$ cat src/rtl/sdrstick_rx_arbiter.sv
// ============================================================================
// Module  : sdrstick_rx_arbiter
// Brief   : Round-robin arbiter merging per-channel I/Q samples into one
//           tagged 32-bit FIFO write stream, with a small CPU register file.
// Revision: 1.0
// ============================================================================
`default_nettype none

module sdrstick_rx_arbiter #(
  parameter int NUM_CH = 4
) (
  input  logic                  clk,
  input  logic                  reset,
  input  logic [NUM_CH-1:0]     rx_strobe,
  input  logic [24*NUM_CH-1:0]  rx_i,
  input  logic [24*NUM_CH-1:0]  rx_q,
  input  logic                  fifo_full,
  output logic                  fifo_write,
  output logic [31:0]           fifo_writedata,
  input  logic [2:0]            ctl_address,
  input  logic                  ctl_read,
  input  logic                  ctl_write,
  input  logic [31:0]           ctl_writedata,
  output logic [31:0]           ctl_readdata
);

  typedef enum logic [1:0] {
    IDLE    = 2'd0,
    WRITE_I = 2'd1,
    WRITE_Q = 2'd2
  } state_t;

  state_t            state;
  logic [NUM_CH-1:0] pending;
  logic [NUM_CH-1:0] enable;
  logic [NUM_CH-1:0] overrun;
  logic [15:0]       ovr_count;
  logic [1:0]        last_grant;
  logic [1:0]        out_ch;
  logic [23:0]       out_i;
  logic [23:0]       out_q;
  logic [23:0]       hold_i [NUM_CH];
  logic [23:0]       hold_q [NUM_CH];

  logic [3:0]        eligible;
  logic              grant_valid;
  logic [1:0]        grant_ch;
  logic [2:0]        idx;
  logic [NUM_CH-1:0] grant_vec;
  logic [NUM_CH-1:0] capture;
  logic [NUM_CH-1:0] ovr_evt;
  logic [NUM_CH-1:0] ovr_clr;
  logic              unused_wdata;

  assign unused_wdata = ^ctl_writedata[31:NUM_CH];

  // Scan downward so the channel closest after last_grant wins.
  always_comb begin
    eligible    = 4'(pending & enable);
    grant_valid = 1'b0;
    grant_ch    = 2'd0;
    idx         = 3'd0;
    for (int i = NUM_CH; i >= 1; i--) begin
      idx = {1'b0, last_grant} + 3'(i);
      if (idx >= 3'(NUM_CH)) idx = idx - 3'(NUM_CH);
      if (eligible[idx[1:0]]) begin
        grant_valid = 1'b1;
        grant_ch    = idx[1:0];
      end
    end
  end

  generate
    for (genvar n = 0; n < NUM_CH; n++) begin : g_ch
      assign grant_vec[n] = (state == IDLE) && grant_valid && (grant_ch == 2'(n));
      assign capture[n]   = rx_strobe[n] & enable[n];
      assign ovr_evt[n]   = capture[n] & pending[n] & ~grant_vec[n];

      always_ff @(posedge clk or posedge reset) begin
        if (reset) begin
          pending[n] <= 1'b0;
          hold_i[n]  <= 24'd0;
          hold_q[n]  <= 24'd0;
        end else if (!enable[n]) begin
          pending[n] <= 1'b0;
        end else if (capture[n]) begin
          pending[n] <= 1'b1;
          hold_i[n]  <= rx_i[24*n +: 24];
          hold_q[n]  <= rx_q[24*n +: 24];
        end else if (grant_vec[n]) begin
          pending[n] <= 1'b0;
        end
      end
    end
  endgenerate

  always_ff @(posedge clk or posedge reset) begin
    if (reset) begin
      state      <= IDLE;
      last_grant <= 2'(NUM_CH - 1);
      out_ch     <= 2'd0;
      out_i      <= 24'd0;
      out_q      <= 24'd0;
    end else begin
      case (state)
        IDLE: begin
          if (grant_valid) begin
            out_ch     <= grant_ch;
            out_i      <= hold_i[grant_ch];
            out_q      <= hold_q[grant_ch];
            last_grant <= grant_ch;
            state      <= WRITE_I;
          end
        end
        WRITE_I: if (!fifo_full) state <= WRITE_Q;
        WRITE_Q: if (!fifo_full) state <= IDLE;
        default: state <= IDLE;
      endcase
    end
  end

  assign fifo_write     = ((state == WRITE_I) || (state == WRITE_Q)) && !fifo_full;
  assign fifo_writedata = {out_ch, (state == WRITE_Q), 5'b0,
                           (state == WRITE_Q) ? out_q : out_i};

  assign ovr_clr = (ctl_write && ctl_address == 3'd1) ? ctl_writedata[NUM_CH-1:0] : '0;

  always_ff @(posedge clk or posedge reset) begin
    if (reset) begin
      enable       <= '0;
      overrun      <= '0;
      ovr_count    <= 16'd0;
      ctl_readdata <= 32'd0;
    end else begin
      if (ctl_write && ctl_address == 3'd0) enable <= ctl_writedata[NUM_CH-1:0];
      overrun <= (overrun & ~ovr_clr) | ovr_evt;
      if (ctl_write && ctl_address == 3'd2)
        ovr_count <= {15'd0, |ovr_evt};
      else if (|ovr_evt && ovr_count != 16'hFFFF)
        ovr_count <= ovr_count + 16'd1;
      if (ctl_read) begin
        case (ctl_address)
          3'd0:    ctl_readdata <= 32'(enable);
          3'd1:    ctl_readdata <= 32'(overrun);
          3'd2:    ctl_readdata <= {16'd0, ovr_count};
          3'd3:    ctl_readdata <= {14'd0, state, 12'd0, 4'(pending)};
          default: ctl_readdata <= 32'd0;
        endcase
      end
    end
  end

endmodule

`default_nettype wire

$ cat config.mk
export PLATFORM = sky130hd
export DESIGN_NAME = sdrstick_rx_arbiter
export DESIGN_NICKNAME = d
export VERILOG_FILES = /design/src/rtl/sdrstick_rx_arbiter.sv
export SDC_FILE = /design/constraint.sdc
export NUM_CORES = 1
export LEC_CHECK = 0
export BUFFER_PORTS_ARGS = -buffer_cell sky130_fd_sc_hd__buf_4
export CAP_MARGIN = 40
export CORE_AREA = 2 2 182 184
export CTS_CLUSTER_SIZE = 40
export DETAILED_ROUTE_END_ITERATION = 8
export DIE_AREA = 0 0 184 186
export PLACE_DENSITY = 0.63
export SYNTH_ARGS = -nofsm -noshare
export SYNTH_HDL_FRONTEND = slang
export SYNTH_SLANG_ARGS = --single-unit
$ cat constraint.sdc
create_clock -name clk -period 21.8 [get_ports clk]
set_clock_uncertainty 0.15 [all_clocks]
set_input_delay 4.36 -clock clk [delete_from_list [all_inputs] [get_ports clk]]
set_output_delay 4.36 -clock clk [all_outputs]
set_load 0.05 [all_outputs]
==> summary.txt, run 1 <==
Status
  – Status: completed

Detailed routing
  – Vias: 9,981
  – DR pass1 iterations: 5
  – DRT met1 WL: 15.8 mm
  – Met2 WL post-DR: 17.4 mm
  – Vias per cell: 5.21
  – Wire length per cell: 19.1 microns
  – Detail Route Antenna Nets: 0
  – Initial drt markers: 512
  – Drt drc: 0
  – Routed wire length: 36.6 mm
  – Wire length on met3: 2.51 mm
  – Uppermost layer routed: met4

Power
  – Sw frac: 0.387
  – Flop pwr share: 0.366
  – Logic pwr share: 0.396
  – P_sw: 0.882 mW
  – Peak supply drop: 0.0679 mV
  – Power Density: 136 nW/um^2
  – Clock share of power: 0.238
  – Leak: 7.70 nW
  – Power Internal: 1.40 mW

Layout
  – Fraction of layout cells with a size suffix above 1: 0.369
  – # fillers: 2,917
  – Area growth syn-to-layout: 24.7%
  – # nets final: 1,729
  – Design Area, Final: 16,700 sq um
  – # diodes: 0

Critical path
  – CP max stage delay: 0.20 ns
  – Critical path buffers and inverters: 2
  – Max stage delay cell, worst path: buf_4
  – WS Path Type: in -> out
  – Most used cell, CP: buf_4
  – Crit path required time: 17.29 ns
  – CP arrival: 4.78 ns
  – CP top delay family: buffers and inverters
  – Setup crit end kind: output port
  – Crit-path cells: buf_4, nor2b_1, buf_4
  – Crit path max fanout: 2
  – Startpoint types: input pin

Synthesis
  – Syn Inst Count: 1,263
  – Syn avg cell area: 10.6 sq um
  – Prevailing post-synth register cell: dfrtp_1
  – Post-synth cell types: 52
  – Asr flop ratio synth: 1.00
  – Number of synthesized flops with an enable pin: 0
  – Synthesized flop and latch total: 292
  – Post-Syn Area: 13,400 sq um
  – Sequential share of the synthesized area: 0.545
  – Ys Warns: 0

Timing
  – Final min period: 9.29 ns
  – Fin. max-slew vios: 0
  – Setup violators final: 0
  – Crit share post-route: 0.426
  – Rel. slew slack: 0.380
  – Fmax: 108 MHz
  – Setup_tns: 0 ns
  – Worst Max-Slew Pin Slew: 0.917 ns
  – Hold Vio Cnt, Final: 0
  – RSZ-0062 raised after global routing: no

Floorplanning
  – Starting Density: 0.416
  – I/O pin total: 301
  – Core ar.: 32,200 sq um
  – Die Area: 34,200 sq um
  – Die height: 186 microns
  – Chip width: 184 microns
  – Site row count: 66

Global routing
  – Initial antenna violation count: 0
  – First-pass GRT wire length: 56.0 mm
  – Total track usage: 0.214
  – GRT overflow: 0
  – Largest net degree at the start of global routing: 150
  – Number of global-route vias before repair: 10,044

Placed design
  – Area after DPL: 15,700 sq um
  – Routability cong.: 0.810
  – Detailed Place HPWL: 24.6 mm
  – Port Buf Inserts: 253

Clocking
  – Worst-Skew Late Latency: 0.50 ns
  – # resized after CTS: 0
  – # clock sinks: 292
  – CTS tree: done
  – TritonCTS Buffers: 34
  – Hold_buf cts: 0
  – Clk slew on worst S/H paths: 0.06 ns
  – Max H-tree Level: 2
  – Root Buffer: clkbuf_16
  – Post-CTS setup repair buffer count: 0
  – CTS Buffer Depth: 3

Min path
  – HP Class: reg -> reg

Job
  – Max-cap violations: 0
-- tightest hold or removal path: stages (launching register included) --
cell and delay [ns]:
dfrtp_1 0.34, nand2_1 0.05, o21ai_0 0.06
-- layout by cell type, fill, tap and decap left out, types with 15 or more instances in the layout --
master and count:
buf_4 262, nand2_1 183, nor2_1 152, inv_1 26, clkbuf_16 35, a21oi_1 15, o21ai_0 115, dfrtp_1 290
mux2_2 220, nand3_1 61, conb_1 19
-- layer usage --
| metal | global-route usage | up-vias |
|---|---|---|
| met3 | 0.0603 | 55 |
| li1 | - | 4743 |
| met1 | 0.275 | 4919 |
| met2 | 0.354 | 264 |
| met5 | 0 | - |
| met4 | 0.0608 | 0 |
-- through the flow --
step | total power, mW | instances | hold slack [ns] | util | worst slack, ns
2_1_floorplan | 1.45 | 1281 | 0.293 | - | 9.23
3_3_place_gp | 1.73 | 1857 | 0.305 | 0.484 | 12.51
3_5_place_dp | 1.76 | 1860 | 0.315 | 0.486 | 12.50
4_1_cts | 2.31 | 1916 | 0.329 | 0.519 | 12.50
5_1_grt | 2.43 | 1916 | 0.344 | 0.519 | 12.50
6_report | 2.28 | 1916 | 0.328 | 0.519 | 12.51
-- state kept, by name (all words and copies together) (netlist names) --
name / count
ctl_readdata: 18
enable: 4
hold_i: 96
hold_q: 96
last_grant: 2
out_ch: 2
out_i: 24
out_q: 24
overrun: 4
ovr_count: 16
pending: 4
state: 2
-- power groups by stage --
stage | Clock [mW] | Sequential [mW] | Combinational, mW
after floorplan | 0 | 0.819 | 0.635
after global placement | 0 | 0.835 | 0.890
after detailed placement | 0 | 0.844 | 0.916
after CTS | 0.554 | 0.835 | 0.919
after global routing | 0.578 | 0.859 | 0.992
final | 0.542 | 0.834 | 0.902
-- final cells by class --
cell class,instances,area [sq um],share of cell area
repair buffers,266,2070,0.124
flip-flops and latches,292,7310,0.437
clock buffers,51,1020,0.0608
multi-input cells,867,5670,0.339
clock inverters,5,33.8,0.00202
inverters,27,109,0.00651
well taps,408,510,0.0305
-- cells by family (layout without fill, tap and decap cells) --
family | after synthesis | in the layout | synth area share
flops | 292 | 292 | 0.545
mux | 225 | 225 | 0.192
simple gates | 451 | 451 | 0.145
other cells | 1 | 19 | 0.000280
buf+inv | 122 | 349 | 0.0412
fa+ha+maj | 5 | 5 | 0.00467
compound gates | 167 | 167 | 0.0708
-- final timing paths --
path | startpoint | to | slack, ns | cells after the start
min in group asynchronous | reset | ctl_readdata[17] | 3.71 | 2
max in group asynchronous | reset | out_i[16] | 16.52 | 3
max reg2reg | enable[3] | ovr_count[9] | 18.13 | 9
max | fifo_full | fifo_write | 12.51 | 3
min | out_q[19] | out_q[19] | 0.33 | 2
min reg2reg | out_q[19] | out_q[19] | 0.33 | 2
-- cell usage after synthesis (2+ instances only) --
master / n / area (sq um)
nand4b_1: 2 / 17.5
o31ai_1: 6 / 45.0
nand2b_1: 2 / 12.5
nor2_1: 152 / 571
a21oi_1: 15 / 75.1
nor3_1: 2 / 10.0
mux2_2: 220 / 2480
nand2_1: 188 / 706
a21o_1: 2 / 15.0
buf_1: 12 / 45.0
dfrtp_1: 290 / 7260
nor2b_1: 3 / 18.8
clkbuf_1: 58 / 218
or3_1: 5 / 31.3
ha_1: 5 / 62.6
buf_4: 20 / 150
o21ai_0: 115 / 576
dfstp_2: 2 / 52.6
inv_1: 27 / 101
o311ai_0: 2 / 17.5
and3_1: 7 / 43.8
or4_1: 9 / 67.6
nand3_1: 62 / 310
buf_2: 3 / 15.0
o22ai_1: 4 / 25.0
nand4_1: 5 / 31.3
o21ai_1: 4 / 20.0
buf_6: 2 / 22.5
o211ai_1: 4 / 30.0
mux4_2: 4 / 90.1
and2_1: 5 / 31.3
a22o_1: 2 / 17.5
o41ai_1: 2 / 17.5
and4_1: 4 / 35.0
Note: power is estimated with default switching activity, not from simulation.
==> run 2: changes to the inputs <==
==> constraint.sdc (replaced) <==
create_clock -name clk -period 8.9 [get_ports clk]
set_clock_uncertainty 0.15 [all_clocks]
set_input_delay 1.78 -clock clk [delete_from_list [all_inputs] [get_ports clk]]
set_output_delay 1.78 -clock clk [all_outputs]
set_load 0.05 [all_outputs]
==> run 2 against run 1 <==
Sequential cell count stayed put. Worst hold slack got worse by 0.0060 ns. Via count decreased by 0.39%. Largest power group unchanged. Global-route usage about the same. Sequential share of layout area down 0.32 points. Cell count grew 0.37%.
==> summary.txt, run 2 (synthesis gave the netlist of run 1 again) <==
Detailed routing
  – Routed wire length: 36.5 mm (was 36.6 mm)
  – Detail Route Antenna Nets: 0 (unchanged)
  – Drt drc: 0 (unchanged)
  – Wire length per cell: 19.0 microns (was 19.1 microns)
  – Initial drt markers: 464 (was 512)
  – Vias per cell: 5.17 (was 5.21)
  – Vias: 9,942 (was 9,981)
  – DR pass1 iterations: 4 (was 5)

Critical path
  – Critical path buffers and inverters: 2 (unchanged)
  – Max stage delay cell, worst path: ha_2 (was buf_4)
  – Crit path max fanout: 26 (was 2)
  – CP arrival: 2.41 ns (was 4.78 ns)
  – Crit path required time: 6.97 ns (was 17.29 ns)
  – WS Path Type: reg -> out (was in -> out)
  – CP top delay family: adder cells (was buffers and inverters)
  – Setup crit end kind: output port (unchanged)
  – Crit-path cells: inv_1, ha_2, mux2_2, buf_4 (was buf_4, nor2b_1, buf_4)
  – CP max stage delay: 0.74 ns (was 0.20 ns)
  – Startpoint types: flop (was input pin)

Floorplanning
  – Die Area: 34,200 sq um (unchanged)
  – Core ar.: 32,200 sq um (unchanged)
  – Site row count: 66 (unchanged)
  – Die height: 186 microns (unchanged)
  – I/O pin total: 301 (unchanged)
  – Starting Density: 0.416 (unchanged)
  – Chip width: 184 microns (unchanged)

Timing
  – Rel. slew slack: 0.339 (was 0.380)
  – Worst Max-Slew Pin Slew: 0.991 ns (was 0.917 ns)
  – Fmax: 230 MHz
  – Final min period: 4.34 ns
  – Fin. max-slew vios: 0 (unchanged)
  – Crit share post-route: 0.488
  – Hold Vio Cnt, Final: 0 (unchanged)
  – Setup_tns: 0 ns (unchanged)
  – Hold Worst Slack: 0.322 ns (was 0.328 ns)
  – Setup violators final: 0 (unchanged)
  – RSZ-0062 raised after global routing: no (unchanged)

Global routing
  – Largest net degree at the start of global routing: 171 (was 150)
  – GRT overflow: 0 (unchanged)
  – First-pass GRT wire length: 56.5 mm (was 56.0 mm)
  – Total track usage: 0.214 (about the same)
  – Number of global-route vias before repair: 9,961 (was 10,044)
  – Initial antenna violation count: 0 (unchanged)

Clocking
  – # clock sinks: 292 (unchanged)
  – CTS Buffer Depth: 3 (unchanged)
  – Clk slew on worst S/H paths: 0.06 ns (about the same)
  – # resized after CTS: 0 (unchanged)
  – Max H-tree Level: 2 (unchanged)
  – TritonCTS Buffers: 35 (was 34)
  – Root Buffer: clkbuf_16 (unchanged)
  – Post-CTS setup repair buffer count: 0 (unchanged)
  – Worst-Skew Late Latency: 0.51 ns (was 0.50 ns)
  – Hold_buf cts: 0 (unchanged)
  – CTS tree: done (unchanged)

Job
  – Max-cap violations: 0 (unchanged)

Layout
  – Non-filler cells, final: 1,923 (was 1,916)
  – Most common cell after layout, fill and taps aside: dfrtp_1 (unchanged)
  – # fillers: 2,943 (was 2,917)
  – Area growth syn-to-layout: 25.7% (was 24.7%)
  – Fraction of layout cells with a size suffix above 1: 0.374 (was 0.369)
  – Area taken by multi-input logic gates: 5670 sq um (unchanged)
  – # diodes: 0 (unchanged)
  – Final Util: 0.523 (was 0.519)
  – Commonest non-fill, non-tap cells in the layout: 290 x dfrtp_1, 264 x buf_4, 220 x mux2_2 (was 290 x dfrtp_1, 262 x buf_4, 220 x mux2_2)
  – Largest registers: hold_i (96), hold_q (96) (unchanged)
  – FF+latch area: 7310 sq um (unchanged)
  – # nets final: 1,731 (was 1,729)

Power
  – Total power: 5.71 mW (was 2.28 mW)
  – Leak: 7.77 nW (was 7.70 nW)
  – Peak supply drop: 0.200 mV (was 0.0679 mV)
  – Power Density: 339 nW/um^2 (was 136 nW/um^2)

Min path
  – HP Class: reg -> reg (unchanged)

Placed design
  – Routability cong.: 0.797 (was 0.810)
  – Placed Instances: 1,861 (was 1,860)
  – Port Buf Inserts: 253 (unchanged)
  – Detailed Place HPWL: 24.4 mm (was 24.6 mm)

Status
  – Status: completed (unchanged)
[run 2: cell types whose count changed in the layout (fill, tap and decap cells not counted)]
cell / before / now
buf_16: 3 / 1
buf_2: 0 / 1
buf_4: 262 / 264
bufinv_16: 0 / 3
clkbuf_1: 8 / 5
clkbuf_16: 35 / 36
clkbuf_8: 8 / 10
clkinv_2: 2 / 4
clkinv_8: 0 / 1
[run 2: where the power goes]
group | internal (mW) | switching [mW] | total, mW
Sequential | 1.78 | 0.268 | 2.05
Clock | 0.915 | 0.568 | 1.48
Combinational | 0.840 | 1.34 | 2.18
Total | 3.54 | 2.17 | 5.71
[run 2: layout make-up]
| type | instances | share of cell area |
|---|---|---|
| Tap cell | 408 | 0.0303 |
| Inverter | 27 | 0.00624 |
| Multi-Input combinational cell | 867 | 0.337 |
| Clock inverter | 11 | 0.00914 |
| Clock buffer | 51 | 0.0628 |
| Timing Repair Buffer | 267 | 0.121 |
| Sequential cell | 292 | 0.434 |
[run 2: routing by layer]
metal / vias to the layer above / part of all wire / track usage
li1: 4752 / - / -
met1: 4901 / 0.44 / 0.283
met2: 244 / 0.48 / 0.355
met3: 45 / 0.066 / 0.0530
met4: 0 / 0.017 / 0.0531
met5: - / 0 / 0
[run 2: final timing paths]
kind                       startpoint           endpoint  slack [ns]  depth (start not counted)
min                         out_q[19]          out_q[19]        0.32                          2
max in group asynchronous       reset         hold_i[67]        5.82                          4
max reg2reg                 enable[1]          out_q[22]        5.61                          8
max                          state[0]  fifo_writedata[9]        4.56                          4
min reg2reg                 out_q[19]          out_q[19]        0.32                          2
min in group asynchronous       reset         hold_q[56]        1.08                          2
[run 2: worst reg2reg max path, stage by stage, from the launching register on]
cell and delay (ns):
dfrtp_1 0.50, nand2_1 0.19, nor2_1 0.32, a221o_4 0.51, buf_4 0.78, nor2_1 0.12, nor2_1 0.19, o21ai_0 0.21
o21ai_0 0.23
[run 2: stage by stage]
| step | worst slack (ns) | area [sq um] |
|---|---|---|
| floorplan | 3.10 | 13500 |
| CTS | 4.53 | 16800 |
| global route | 4.41 | 16800 |
| finish | 4.56 | 16800 |
| detailed placement | 4.76 | 15600 |
| global placement | 4.77 | 15600 |
